**src/rtl/wb_stage_pkg.sv**
```systemverilog
// Shared RV32I definitions for the writeback stage: opcode and load funct3 codes,
// plus the predicate for opcodes that produce a register result.
package wb_stage_pkg;

  localparam logic [6:0] OP_LOAD   = 7'b0000011;
  localparam logic [6:0] OP_STORE  = 7'b0100011;
  localparam logic [6:0] OP_IMM    = 7'b0010011;
  localparam logic [6:0] OP_OP     = 7'b0110011;
  localparam logic [6:0] OP_LUI    = 7'b0110111;
  localparam logic [6:0] OP_AUIPC  = 7'b0010111;
  localparam logic [6:0] OP_JAL    = 7'b1101111;
  localparam logic [6:0] OP_JALR   = 7'b1100111;
  localparam logic [6:0] OP_BRANCH = 7'b1100011;
  localparam logic [6:0] OP_SYSTEM = 7'b1110011;

  localparam logic [2:0] F3_LB  = 3'd0;
  localparam logic [2:0] F3_LH  = 3'd1;
  localparam logic [2:0] F3_LW  = 3'd2;
  localparam logic [2:0] F3_LBU = 3'd4;
  localparam logic [2:0] F3_LHU = 3'd5;

  function automatic logic is_writing(input logic [6:0] op);
    case (op)
      OP_LOAD, OP_IMM, OP_OP, OP_LUI, OP_AUIPC, OP_JAL, OP_JALR: is_writing = 1'b1;
      default:                                                 is_writing = 1'b0;
    endcase
  endfunction

endpackage

```
**src/rtl/wb_stage_reg_file.sv**
```systemverilog
// Integer register file: 32 x XLEN, x0 hardwired to zero, one write port and two
// asynchronous read ports that see the in-flight write in the same cycle.
module reg_file #(
  parameter int XLEN = 32
) (
  input  logic            clock,
  input  logic            reset,
  input  logic            we,
  input  logic [4:0]      waddr,
  input  logic [XLEN-1:0] wdata,
  input  logic [4:0]      raddr1,
  input  logic [4:0]      raddr2,
  output logic [XLEN-1:0] rdata1,
  output logic [XLEN-1:0] rdata2
);

  logic [XLEN-1:0] regs [1:31];

  always_ff @(posedge clock) begin
    if (reset) begin
      for (int i = 1; i < 32; i++) regs[i] <= '0;
    end else if (we && waddr != 5'd0) begin
      regs[waddr] <= wdata;
    end
  end

  function automatic logic [XLEN-1:0] read_port(input logic [4:0] addr, input logic wen,
                                                input logic [4:0] wa, input logic [XLEN-1:0] wd,
                                                input logic [XLEN-1:0] stored);
    if (addr == 5'd0)             read_port = '0;
    else if (wen && wa == addr)   read_port = wd;
    else                          read_port = stored;
  endfunction

  // Index x0 safely: its storage does not exist, read_port masks it to zero anyway.
  assign rdata1 = read_port(raddr1, we, waddr, wdata, (raddr1 == 5'd0) ? '0 : regs[raddr1]);
  assign rdata2 = read_port(raddr2, we, waddr, wdata, (raddr2 == 5'd0) ? '0 : regs[raddr2]);

endmodule

```
**src/rtl/wb_stage.sv**
```systemverilog
// Writeback stage: load extraction, result select, register-file commit with bypassed
// decode reads, retired-instruction counter and a one-cycle-delayed commit trace.
module wb_stage
  import wb_stage_pkg::*;
#(
  parameter int XLEN  = 32,
  parameter int CNT_W = 64
) (
  input  logic             clock,
  input  logic             reset,
  input  logic             valid_in,
  input  logic [XLEN-1:0]  pc_in,
  input  logic [6:0]       opcode_in,
  input  logic [2:0]       funct3_in,
  input  logic [4:0]       rd_in,
  input  logic [XLEN-1:0]  alu_res_in,
  input  logic [XLEN-1:0]  mem_res_in,
  input  logic [4:0]       rs1_addr,
  input  logic [4:0]       rs2_addr,
  output logic [XLEN-1:0]  rs1_data,
  output logic [XLEN-1:0]  rs2_data,
  output logic             wb_en,
  output logic [4:0]       wb_rd,
  output logic [XLEN-1:0]  wb_data,
  output logic             load_misalign,
  output logic [CNT_W-1:0] retired,
  output logic             trace_valid,
  output logic [XLEN-1:0]  trace_pc,
  output logic [4:0]       trace_rd,
  output logic [XLEN-1:0]  trace_data
);

  function automatic logic [XLEN-1:0] extract_load(input logic [2:0] f3, input logic [1:0] off,
                                                   input logic [XLEN-1:0] word);
    logic [7:0]  b;
    logic [15:0] h;
    case (off)
      2'd0:    b = word[7:0];
      2'd1:    b = word[15:8];
      2'd2:    b = word[23:16];
      default: b = word[31:24];
    endcase
    h = off[1] ? word[31:16] : word[15:0];
    case (f3)
      F3_LB:   extract_load = {{(XLEN-8){b[7]}}, b};
      F3_LBU:  extract_load = {{(XLEN-8){1'b0}}, b};
      F3_LH:   extract_load = {{(XLEN-16){h[15]}}, h};
      F3_LHU:  extract_load = {{(XLEN-16){1'b0}}, h};
      default: extract_load = word;
    endcase
  endfunction

  // Reserved load sizes (funct3 3/6/7) fault the same way as a misaligned address.
  function automatic logic load_bad(input logic [2:0] f3, input logic [1:0] off);
    case (f3)
      F3_LB, F3_LBU: load_bad = 1'b0;
      F3_LH, F3_LHU: load_bad = off[0];
      F3_LW:         load_bad = (off != 2'd0);
      default:       load_bad = 1'b1;
    endcase
  endfunction

  logic            is_load;
  logic            fault;
  logic [XLEN-1:0] result;

  always_comb begin
    is_load = (opcode_in == OP_LOAD);
    fault   = valid_in & is_load & load_bad(funct3_in, alu_res_in[1:0]);
    case (opcode_in)
      OP_LOAD:         result = extract_load(funct3_in, alu_res_in[1:0], mem_res_in);
      OP_JAL, OP_JALR: result = pc_in + XLEN'(4);
      default:         result = alu_res_in;
    endcase
  end

  assign wb_en   = valid_in & is_writing(opcode_in) & (rd_in != 5'd0) & ~fault;
  assign wb_rd   = rd_in;
  assign wb_data = result;

  reg_file #(.XLEN(XLEN)) u_reg_file (
    .clock  (clock),
    .reset  (reset),
    .we     (wb_en),
    .waddr  (wb_rd),
    .wdata  (wb_data),
    .raddr1 (rs1_addr),
    .raddr2 (rs2_addr),
    .rdata1 (rs1_data),
    .rdata2 (rs2_data)
  );

  logic             misalign_p1;
  logic [CNT_W-1:0] retired_p1;
  logic             vld_p1;
  logic [XLEN-1:0]  pc_p1;
  logic [4:0]       rd_p1;
  logic [XLEN-1:0]  data_p1;

  // Stage p1: status, counter and commit trace, one edge after the commit.
  always_ff @(posedge clock) begin
    if (reset) begin
      misalign_p1 <= 1'b0;
      retired_p1  <= '0;
      vld_p1      <= 1'b0;
      pc_p1       <= '0;
      rd_p1       <= '0;
      data_p1     <= '0;
    end else begin
      misalign_p1 <= fault;
      if (valid_in) retired_p1 <= retired_p1 + CNT_W'(1);
      vld_p1      <= wb_en;
      if (wb_en) begin
        pc_p1   <= pc_in;
        rd_p1   <= wb_rd;
        data_p1 <= wb_data;
      end
    end
  end

  assign load_misalign = misalign_p1;
  assign retired       = retired_p1;
  assign trace_valid   = vld_p1;
  assign trace_pc      = pc_p1;
  assign trace_rd      = rd_p1;
  assign trace_data    = data_p1;

endmodule

```
**config.mk**
```make
export PLATFORM = sky130hd
export DESIGN_NAME = wb_stage
export DESIGN_NICKNAME = d
export VERILOG_FILES = /design/src/rtl/wb_stage_pkg.sv /design/src/rtl/wb_stage_reg_file.sv /design/src/rtl/wb_stage.sv
export SDC_FILE = /design/constraint.sdc
export NUM_CORES = 2
export LEC_CHECK = 0
export CAP_MARGIN = 15
export CORE_UTILIZATION = 29
export CTS_CLUSTER_SIZE = 8
export DETAILED_ROUTE_END_ITERATION = 12
export GPL_ROUTABILITY_DRIVEN = 0
export SYNTH_ARGS = -nofsm -noshare
export SYNTH_HDL_FRONTEND = slang
export SYNTH_SLANG_ARGS = --single-unit
```
**constraint.sdc**
```tcl
create_clock -name clock -period 4 [get_ports clock]
set_clock_uncertainty 0.2 [all_clocks]
set_input_delay 0.4 -clock clock [delete_from_list [all_inputs] [get_ports clock]]
set_output_delay 0.4 -clock clock [all_outputs]
set_load 0.005 [all_outputs]
```
==> results.json <==
{
  "path_class": "in -> out",
  "async_flop_share_pct": 0,
  "drt-total-wl_um": 263000,
  "path_clk_slew_ps": 40,
  "via_per_inst": 5.74,
  "critPathArrivalTime_ps": 3400,
  "worstHoldPathType": "in -> reg",
  "yosys.area.top_type": "edfxtp_1",
  "drc": 0,
  "max_freq_mhz": 250,
  "p_leak_nw": 27.6,
  "setup_viol": 1,
  "ys_ff_latch": 1159,
  "cts_tree": "done",
  "r2r_start": "retired[13]",
  "grt_pass1_vias": 46100,
  "fin_nets": 5464,
  "clock_path_buffers": 3,
  "core-area_um2": 207000,
  "numPortBuffers": 360,
  "dp_hpwl_um": 175000,
  "synth_area_um2": 60500,
  "layout.cells.non_filler": 8186,
  "startpoint_type": "input port",
  "synth_ff_type": "edfxtp_1",
  "grt_max_degree": 101,
  "start_util_pct": 29.2,
  "r2r_cells": 7,
  "synth_most_common_cell": "nor2_1",
  "syn_inst": 4627,
  "peakVddDrop_mv": 0.381,
  "syn_avg_cell_area_um2": 13.1,
  "r2r_setup_slack_ps": 1260,
  "hold_violations": 0,
  "post_drt_wl_per_cell_um": 32.2,
  "pre_cts_slack_ps": -970,
  "period_share_pct": 100,
  "power_mw": 31.6,
  "worst_slew_pin_slew_ps": 770,
  "finalWorstSetupSlack_ps": -4.52,
  "drt_iter0_drc": 7195,
  "die_h_um": 459,
  "cts_inserted_buffers": 165,
  "crit_path_end": "rs1_data[12]",
  "violations": "setup timing",
  "reg2reg_to": "retired[58]",
  "fp.dieArea_um2": 211000,
  "vias": 47000,
  "yosysUniqueCellTypes": 75,
  "antenna_left": 0,
  "max_slew_margin_pct": 48.5,
  "crit_start": "rs1_addr[3]",
  "area_growth_pct": 28.2,
  "finalMaxSlewViolations": 0,
  "drv_cap": 0,
  "dr.pass1.iters": 6,
  "antenna_found_initial": 11,
  "required_ps": 3400,
  "grt_pass1_wl_um": 359000,
  "fp.dieW_um": 459,
  "track_usage_pct": 24.4,
  "path_max_fanout": 18,
  "drive_gt1_share_pct": 27.8,
  "h-tree-depth": 4,
  "yosysWarnings": 0,
  "min_period_ps": 4000,
  "netlist.area_leader.share_pct": 50.8,
  "ys_top_cells_by_count": "1146 x nor2_1, 1024 x edfxtp_1, 509 x mux4_2",
  "synth_edf_count": 1024,
  "row_count": 167,
  "ys_seq_area_share_pct": 55.3,
  "clkSinkCount": 1159,
  "endpoint_kind": "output port",
  "io_pins": 361,
  "clk_latency_ps": 790,
  "power.density_nw_per_um2": 407,
  "place_inst": 7926,
  "ys_top_cells_by_area": "edfxtp_1 51%, mux4_2 19%, nor2_1 7.1%",
  "cts_root_buf": "clkbuf_16",
  "run_status": "complete, but fails checks",
  "overflow": 0
}
## metal layers
layer  vias to the layer above  track usage, %  wire [um]
met4                         6            12.9      16100
met2                      3731            37.3     117000
met3                       694            9.13      39000
met5                         -               0         42
li1                      18700               -          -
met1                     23800            30.0      91500
## logic make-up after synthesis
kind of cell	Yosys count	synth area share, %
mux	719	22.4
other cells	1	0.00619
buf+inv	521	4.10
xor+xnor	89	1.29
flops	1159	55.3
fa+ha+maj	2	0.0413
compound gates	398	4.63
simple gates	1738	12.3
## report_power, final
part / internal, mW / switching, mW
Combinational: 2.09 / 2.49
Sequential: 13.7 / 0.300
Clock: 7.59 / 5.42
## state kept, by name, indices dropped and copies added, names as in the netlist
name and count:
retired 64, trace_rd 5, u_reg_file.regs 1024, trace_valid 1
load_misalign 1, trace_pc 32, trace_data 32
## how the worst min path moves through the flow
stage | slack (ps) | startpoint | cells past startpoint | end
2_1_floorplan | 250 | trace_pc[0] | 2 | trace_pc[0]
3_3_place_gp | 240 | trace_pc[10] | 2 | trace_pc[10]
3_5_place_dp | 250 | trace_pc[10] | 2 | trace_pc[10]
4_1_cts | 10 | pc_in[30] | 3 | trace_pc[30]
5_1_grt | 40 | pc_in[30] | 3 | trace_pc[30]
6_report | 60 | pc_in[12] | 3 | trace_pc[12]
## per-stage QoR
step	utilization [%]	area [um^2]	hold slack, ps	setup TNS, ps
detailed placement	34.8	72200	249	-163820
global route	37.4	77600	44.5	-83.3
CTS	37.3	77400	14.4	-40.2
global placement	34.8	72200	242	-143390
floorplan	-	60700	253	0
finish	37.4	77600	62.5	-4.52
## layout make-up
cell class	count	area, um^2
antenna	6	15.0
clock buffer	201	4290
clock inverter	20	307
fill	19700	130000
inverter	59	224
multi-input combinational	2978	25500
sequential	1159	33500
tap	2788	3490
timing repair buffer	975	10300
## cell usage in the layout, fill, tap and decap left out, types with 8 or more instances in the layout
cell type,Yosys,routed
and4_1,10,8
mux2_2,8,8
dfxtp_1,135,135
xnor2_1,60,60
a221oi_1,10,10
a31oi_1,14,14
nor3_2,5,10
conb_1,1,32
dlygate4sd2_1,0,23
clkdlybuf4s50_1,0,309
xor2_1,29,28
inv_1,55,53
mux2i_1,202,202
a21oi_1,86,76
nor2_1,1146,1142
nor2b_1,45,42
a211oi_2,5,14
buf_12,0,161
nand2b_1,46,13
a22oi_1,60,58
nand2_1,243,211
nor4_1,18,15
and3_1,22,21
clkbuf_1,242,35
edfxtp_1,1024,1024
a211oi_1,65,51
nand2_2,0,32
clkbuf_16,0,166
nand3_1,68,68
mux4_2,509,509
buf_6,33,8
nand4_1,22,22
a221oi_4,1,12
dlymetal6s2s_1,0,17
o21ai_0,42,41
nor3_1,58,51
buf_4,35,444
nand2b_2,0,33
o22ai_1,49,43
## worst max-delay path: stages
cell and delay (ps):
clkdlybuf4s50_1 440, buf_12 180, inv_2 90, buf_12 200, and3_1 200, buf_4 460, nor2_1 210, a211oi_2 410
a21oi_1 150, buf_4 170, clkdlybuf4s50_1 440
## repair_timing
item                                   in CTS  in global routing
pin swaps                                  19                 17
endpoints found under the hold margin      39                  1
buffers inserted                           23                  3
gates cloned                                2                  0
resized for setup                         103                 44
hold buffers                                5                  1
setup endpoints to repair                  82                 55
Power figures use the tool's default switching activity.
